`config.mk`:
```
export PLATFORM = sky130hd
export DESIGN_NAME = cpu_controller
export DESIGN_NICKNAME = d
export VERILOG_FILES = /design/src/rtl/cpu_pkg.sv /design/src/rtl/cpu_controller_ir.sv /design/src/rtl/cpu_controller.sv
export SDC_FILE = /design/constraint.sdc
export NUM_CORES = 1
export LEC_CHECK = 0
export CAP_MARGIN = 15
export CELL_PAD_IN_SITES_DETAIL_PLACEMENT = 1
export CELL_PAD_IN_SITES_GLOBAL_PLACEMENT = 2
export CORE_MARGIN = 4
export CORE_UTILIZATION = 30
export CTS_BUF_LIST = sky130_fd_sc_hd__clkbuf_2
export DETAILED_ROUTE_END_ITERATION = 6
export HOLD_SLACK_MARGIN = 0.05
export PLACE_DENSITY = 0.91
export SETUP_SLACK_MARGIN = 0.1
export SLEW_MARGIN = 20
export SYNTH_ARGS = -nofsm -noshare
export SYNTH_HDL_FRONTEND = slang
export SYNTH_HIERARCHICAL = 1
export SYNTH_SLANG_ARGS = --single-unit
```
`constraint.sdc`:
```
create_clock -name clock -period 2.61 [get_ports clock]
set_input_delay 0.783 -clock clock [delete_from_list [all_inputs] [get_ports clock]]
set_output_delay 0.783 -clock clock [all_outputs]
set_load 0.01 [all_outputs]
```
`src/rtl/cpu_pkg.sv`:
```
// Shared ISA and sequencer definitions for the 8-bit RISC CPU controller.
package cpu_pkg;

  localparam int DATA_W = 8;
  localparam int OP_W   = 3;
  localparam int ADDR_W = 5;

  typedef enum logic [OP_W-1:0] {
    OP_HLT = 3'b000,
    OP_SKZ = 3'b001,
    OP_ADD = 3'b010,
    OP_AND = 3'b011,
    OP_XOR = 3'b100,
    OP_LDA = 3'b101,
    OP_STO = 3'b110,
    OP_JMP = 3'b111
  } opcode_t;

  // Eight phases take binary 0-7; HALT sits outside that range.
  typedef enum logic [3:0] {
    S_INST_ADDR  = 4'd0,
    S_INST_FETCH = 4'd1,
    S_INST_LOAD  = 4'd2,
    S_IDLE       = 4'd3,
    S_OP_ADDR    = 4'd4,
    S_OP_FETCH   = 4'd5,
    S_ALU_OP     = 4'd6,
    S_STORE      = 4'd7,
    S_HALT       = 4'd8
  } state_t;

  function automatic logic is_alu_op(input logic [OP_W-1:0] op);
    return (op == OP_ADD) || (op == OP_AND) || (op == OP_XOR) || (op == OP_LDA);
  endfunction

endpackage

```
`src/rtl/cpu_controller_ir.sv`:
```
// Instruction register: captures the fetched word and splits opcode/address fields.
module instruction_register
  import cpu_pkg::*;
(
  input  logic              clock,
  input  logic              reset,
  input  logic              load,
  input  logic [DATA_W-1:0] data_in,
  output logic [OP_W-1:0]   opcode,
  output logic [ADDR_W-1:0] operand_addr
);

  logic [DATA_W-1:0] ir;

  always_ff @(posedge clock or posedge reset) begin
    if (reset) begin
      ir <= '0;
    end else if (load) begin
      ir <= data_in;
    end
  end

  assign opcode       = ir[DATA_W-1:ADDR_W];
  assign operand_addr = ir[ADDR_W-1:0];

endmodule

```
`src/rtl/cpu_controller.sv`:
```
// Eight-phase instruction sequencer: phase FSM, strobe decode, skip and halt flags.
//
// state        | meaning
// INST_ADDR    | PC address on bus; wait here while run is low
// INST_FETCH   | read instruction word
// INST_LOAD    | read continues, IR captures on closing edge
// IDLE         | decode slot, no strobes
// OP_ADDR      | operand address on bus; HLT diverts to HALT
// OP_FETCH     | operand read for ALU-class ops
// ALU_OP       | operand read / STO drives bus; skip decision sampled
// STORE        | accumulator load or memory write; PC enable pulse
// HALT         | parked until reset
module cpu_controller
  import cpu_pkg::*;
(
  input  logic              clock,
  input  logic              reset,
  input  logic              run,
  input  logic [DATA_W-1:0] mem_data_in,
  input  logic              acc_zero,
  output logic [OP_W-1:0]   opcode,
  output logic [ADDR_W-1:0] operand_addr,
  output logic              skz_cmp,
  output logic              en_cpu,
  output logic              addr_sel,
  output logic              mem_rd,
  output logic              mem_wr,
  output logic              ir_load,
  output logic              acc_load,
  output logic              data_oe,
  output logic              halted
);

  state_t state;
  logic   alu_class;
  logic   is_sto;

  instruction_register u_ir (
    .clock        (clock),
    .reset        (reset),
    .load         (ir_load),
    .data_in      (mem_data_in),
    .opcode       (opcode),
    .operand_addr (operand_addr)
  );

  always_ff @(posedge clock or posedge reset) begin
    if (reset) begin
      state   <= S_INST_ADDR;
      skz_cmp <= 1'b0;
      halted  <= 1'b0;
    end else begin
      case (state)
        S_INST_ADDR:  if (run) state <= S_INST_FETCH;
        S_INST_FETCH: state <= S_INST_LOAD;
        S_INST_LOAD:  state <= S_IDLE;
        S_IDLE:       state <= S_OP_ADDR;
        S_OP_ADDR: begin
          if (opcode == OP_HLT) begin
            state  <= S_HALT;
            halted <= 1'b1;
          end else begin
            state <= S_OP_FETCH;
          end
        end
        S_OP_FETCH:   state <= S_ALU_OP;
        S_ALU_OP: begin
          skz_cmp <= (opcode == OP_SKZ) && acc_zero;
          state   <= S_STORE;
        end
        S_STORE:      state <= S_INST_ADDR;
        S_HALT:       state <= S_HALT;
        default:      state <= S_INST_ADDR;
      endcase
    end
  end

  // Decode uses only state and the registered opcode, never mem_data_in.
  assign alu_class = is_alu_op(opcode);
  assign is_sto    = (opcode == OP_STO);

  always_comb begin
    addr_sel = 1'b0;
    mem_rd   = 1'b0;
    mem_wr   = 1'b0;
    ir_load  = 1'b0;
    acc_load = 1'b0;
    data_oe  = 1'b0;
    en_cpu   = 1'b0;
    case (state)
      S_INST_FETCH: mem_rd = 1'b1;
      S_INST_LOAD: begin
        mem_rd  = 1'b1;
        ir_load = 1'b1;
      end
      S_OP_ADDR:  addr_sel = 1'b1;
      S_OP_FETCH: begin
        addr_sel = 1'b1;
        mem_rd   = alu_class;
      end
      S_ALU_OP: begin
        addr_sel = 1'b1;
        mem_rd   = alu_class;
        data_oe  = is_sto;
      end
      S_STORE: begin
        addr_sel = 1'b1;
        en_cpu   = 1'b1;
        acc_load = alu_class;
        mem_wr   = is_sto;
        data_oe  = is_sto;
      end
      default: ;
    endcase
  end

endmodule
```
### Yosys cells after proc, flatten, opt, wreduce, memory -nomap -nowiden

Cells that the tools add are included.

| word-level totals | value |
|---|---|
| output and inout port bits | 17 |
| bits in registers | 14 |
| input port bits | 12 |
| word-level logic and storage cells | 40 |

| cells by class | value |
|---|---|
| muxes and demuxes | 10 |
| equal/unequal tests | 15 |
| reductions and logical operators | 11 |

Operator list:

| cell | number |
|---|---|
| $pmux W4 S8 | 1 |
| $eq A4 B3 Y1 const B | 4 |
| $eq A3 B3 Y1 const B | 3 |
| $eq A4 B2 Y1 const B | 2 |
| $mux W4 | 2 |
| $eq A3 B2 Y1 const B | 2 |
| $mux W1 | 6 |
| $reduce_or A2 Y1 | 3 |
| $eq A4 B1 Y1 const B | 1 |
| $eq A4 B4 Y1 const B | 1 |
| $logic_not A4 Y1 | 1 |
| $reduce_or A4 Y1 | 1 |
| $eq A3 B1 Y1 const B | 1 |
| $logic_not A3 Y1 | 1 |
| $logic_or A1 B1 Y1 | 3 |
| $ne A2 B2 Y1 const B | 1 |
| $pmux W1 S2 | 1 |
| $reduce_and A2 Y1 | 1 |
| $logic_and A1 B1 Y1 | 1 |

### Depth between registers and ports, before layout

| depth | value |
|---|---|
| depth in word-level cells | 5 |
| gate-level depth with buffers | 4 |
| gate-level depth less buffers | 2 |

### Modules after synthesis

The synthesis kept the hierarchy.

By module, submodules not included:

| module | cells an instance | instances | sequential area each (um^2) | area an instance (um^2) |
|---|---|---|---|---|
| cpu_controller | 37 | 1 | 150.1 | 407.9 |
| instruction_register | 18 | 1 | 200.2 | 335.3 |

### Worst setup path before layout

Ideal clock, no wire load.

| timing | value |
|---|---|
| path kind | reg2out |
| start | reg state[3] |
| end | out ir_load |
| path slack | 0.699 ns |
| data required time | 1.827 ns |
| path buffers | 1 |
| arrival | 1.128 ns |
| stages on the path, launching flop included | 3 |
| cell sequence | dfrtp_1 -> buf_4 -> nor4b_1 |

| on the way | value |
|---|---|
| cells in the longest elaborated chain, start to end | 2 |

RTL lines:

| element | RTL line | RTL |
|---|---|---|
| start: declaration | cpu_controller.sv:34 | `state_t state;` |
| start signal: assignment | cpu_controller.sv:49 | `state <= S_INST_ADDR;` |
| start signal: assignment | cpu_controller.sv:54 | `S_INST_ADDR: if (run) state <= S_INST_FETCH;` |
| start signal: assignment | cpu_controller.sv:55 | `S_INST_FETCH: state <= S_INST_LOAD;` |
| $eq A4 B2 Y1 | cpu_controller.sv:90 | `case (state)` |
| $mux W1 | cpu_controller.sv:90 |  |
| end: declaration | cpu_controller.sv:28 | `output logic ir_load,` |

Every way passes these cells.

### Worst setup path after layout

| timing | value |
|---|---|
| start | reg state[0] |
| end | out ir_load |

The elaborated chain is that of the path after synthesis.

==> impl_metrics.yaml <==
run_status:
  status: "finished, final reports clean"
routing:
  ant_nets: 0
  wl_per_cell_um: 15.5
  finalWirelength_um: 1880
  drcViolationCount: 0
  drt_pass1_iterations: 4
  drtIter0Drc: 5
  vias: 577
  viasPerCell: 4.77
timing:
  tightestPinTransition_ps: 322
  max_freq_ghz: 0.407
  relSlewSlack_pct: 78.4
  finClkSkew_ps: 4.01
  finalSetupViolCount: 0
  finalCritPeriodShare_pct: 94.2
  min_period_ps: 2460
  hold_viol_final: 0
  rsz0062_at_grt: "yes"
  maxSlewViolCount: 0
  finalSetupTns_ps: 0
global_routing:
  grt_max_degree: 12
  grt_pass1_wl_um: 3020
  grt.overflow.total: 0
  globalRouteTotalUtil_pct: 11.8
  antenna_found_initial: 0
  grt_pass1_vias: 615
critical_path:
  critical_path.max_fanout: 5
  startpoint: "state[0]"
  crit_type: "flop to output port"
  critical_path_required_ps: 1830
  regToRegStartpoint: "state[0]"
  cp-end-kind: "output port"
  r2r_end: "u_ir/ir[6]"
  reg2reg_slack_ps: 1120
  critPathArrivalTime_ps: 1680
  r2r_cells: 3
  critPathLaunchType: "flop"
final_layout:
  multi_input_area_um2: 335
  nFillCells: 226
  fin_nets: 106
  syn2layout_area_growth_pct: 53.7
  final_common_cell: "clkdlybuf4s50_1"
  regArea_um2: 358
  antenna_cells: 0
  drive_gt1_share_pct: 34.4
  mostFrequentLayoutCells: "clkdlybuf4s50_1 (26), buf_4 (10), dfrtp_1 (8), mux2_4 (8), dfrtp_2 (6)"
  fin_util_pct: 50.2
clock_network:
  cts.htree.levels: 1
  root_buffer: "clkbuf_2"
  clk_path_buf_depth: 2
  clk_pin_slew_worst_paths_ps: 130
  cts_buffers: 3
  clock-sinks: 14
  cts_tree: "built"
  clock_latency_ps: 270
min_path:
  min_from: "halted"
  worstHoldEndpoint: "halted"
  hold_path.class: "flop to flop"
  whs_path_depth: 1
logic_synthesis:
  synth_area_um2: 743
  ys_seq_area_share_pct: 47.1
  syn_nets: 67
  yosys.area.top_type: "dfrtp_1"
  synth.avg_cell_area_um2: 13.5
  syn-instance-count: 55
  synth-seq-cells: 14
  netlist.area_leader.share_pct: 47.1
  ys_warn_count: 6
  synth_cell_type_count: 21
  synth.area.top_cells: "dfrtp_1 (47%), mux2_4 (16%), buf_6 (4.5%)"
floorplan:
  die_h_um: 57.8
  start_util_pct: 32.7
  ioPinCount: 29
  core_mm2: 0.00228
  rows: 17
  die_x_um: 57.8
  die_area_mm2: 0.00334
placement:
  gp_congestion: 0.719
  dp_hpwl_um: 1320
  numPortBuffers: 28
power_and_ir_drop:
  powerDensity_mw_per_mm2: 1240
  p_leak_nw: 0.509
  ir_worst_vdd_v: 0.000685
job:
  drv_cap: 0
## power breakdown
part           switching [mW]  internal [mW]  total (mW)  leakage [nW]
combinational           0.333          0.546       0.878         0.333
clock                  0.0679         0.0333       0.101        0.0140
sequential              0.108          0.330       0.438         0.162
## cells in the mapped netlist
cell type / count
o32ai_1: 1
buf_4: 2
a31o_1: 2
and4bb_1: 1
nand4b_1: 1
a211oi_1: 1
xnor2_1: 3
mux2_4: 8
nor4_4: 1
nor3_1: 1
dfrtp_1: 14
mux2_1: 1
nor2_1: 4
buf_6: 3
nor2b_2: 1
nor4bb_1: 1
a2111oi_2: 1
nor4b_1: 2
inv_1: 4
or3b_1: 1
nand3b_1: 2
## cells by family after synthesis
| logic type | share of synthesized area [%] |
|---|---|
| flops | 47.1 |
| xor+xnor | 3.54 |
| buf+inv | 8.58 |
| compound gates | 6.57 |
| mux | 17.7 |
| simple gates | 16.5 |
## routing by layer
metal / global-route usage [%] / up-vias / wire (um)
met5: 0 / - / 0
met4: 5.96 / 0 / 34
met3: 2.23 / 2 / 77
met2: 19.4 / 17 / 943
met1: 14.6 / 288 / 825
li1: - / 270 / -
## state kept, by name (all words and copies together) (netlist names)
| name | count |
|---|---|
| halted | 1 |
| state | 4 |
| skz_cmp | 1 |
| u_ir/ir | 8 |
## repair_timing
item,CTS,global route
hold buffers,0,0
hold endpoints to repair,0,0
gates resized for setup,5,3
buffers inserted,6,3
endpoints found under the setup margin,5,5
## worst max path at each step
stage	endpoint	slack, ps
after global routing	ir_load	50
after CTS	mem_rd	120
after detailed placement	mem_rd	330
after floorplan	ir_load	700
final	ir_load	150
after global placement	ir_load	360
## critical path, stage by stage, from the launching register on
cell and delay, ps:
dfrtp_2 470, nor4b_2 340, clkdlybuf4s50_1 590
## per-stage QoR
stage	setup WS, ps	std cells	area, um^2	power, mW	hold WS, ps
finish	152	121	1140	1.42	497
global route	48.6	121	1140	1.52	521
CTS	123	118	1100	1.38	499
detailed placement	330	108	1030	1.21	468
global placement	359	108	1030	1.19	451
floorplan	699	55	743	0.909	506
## layout make-up
class                      instances  area share (%)
clock buffer                       3            1.31
clock inverter                     1           0.329
inverter                           4            1.31
multi-input combinational         32            29.4
sequential                        14            31.3
tap                               28            3.07
timing repair buffer              39            33.3
Power figures use the tool's default switching activity.
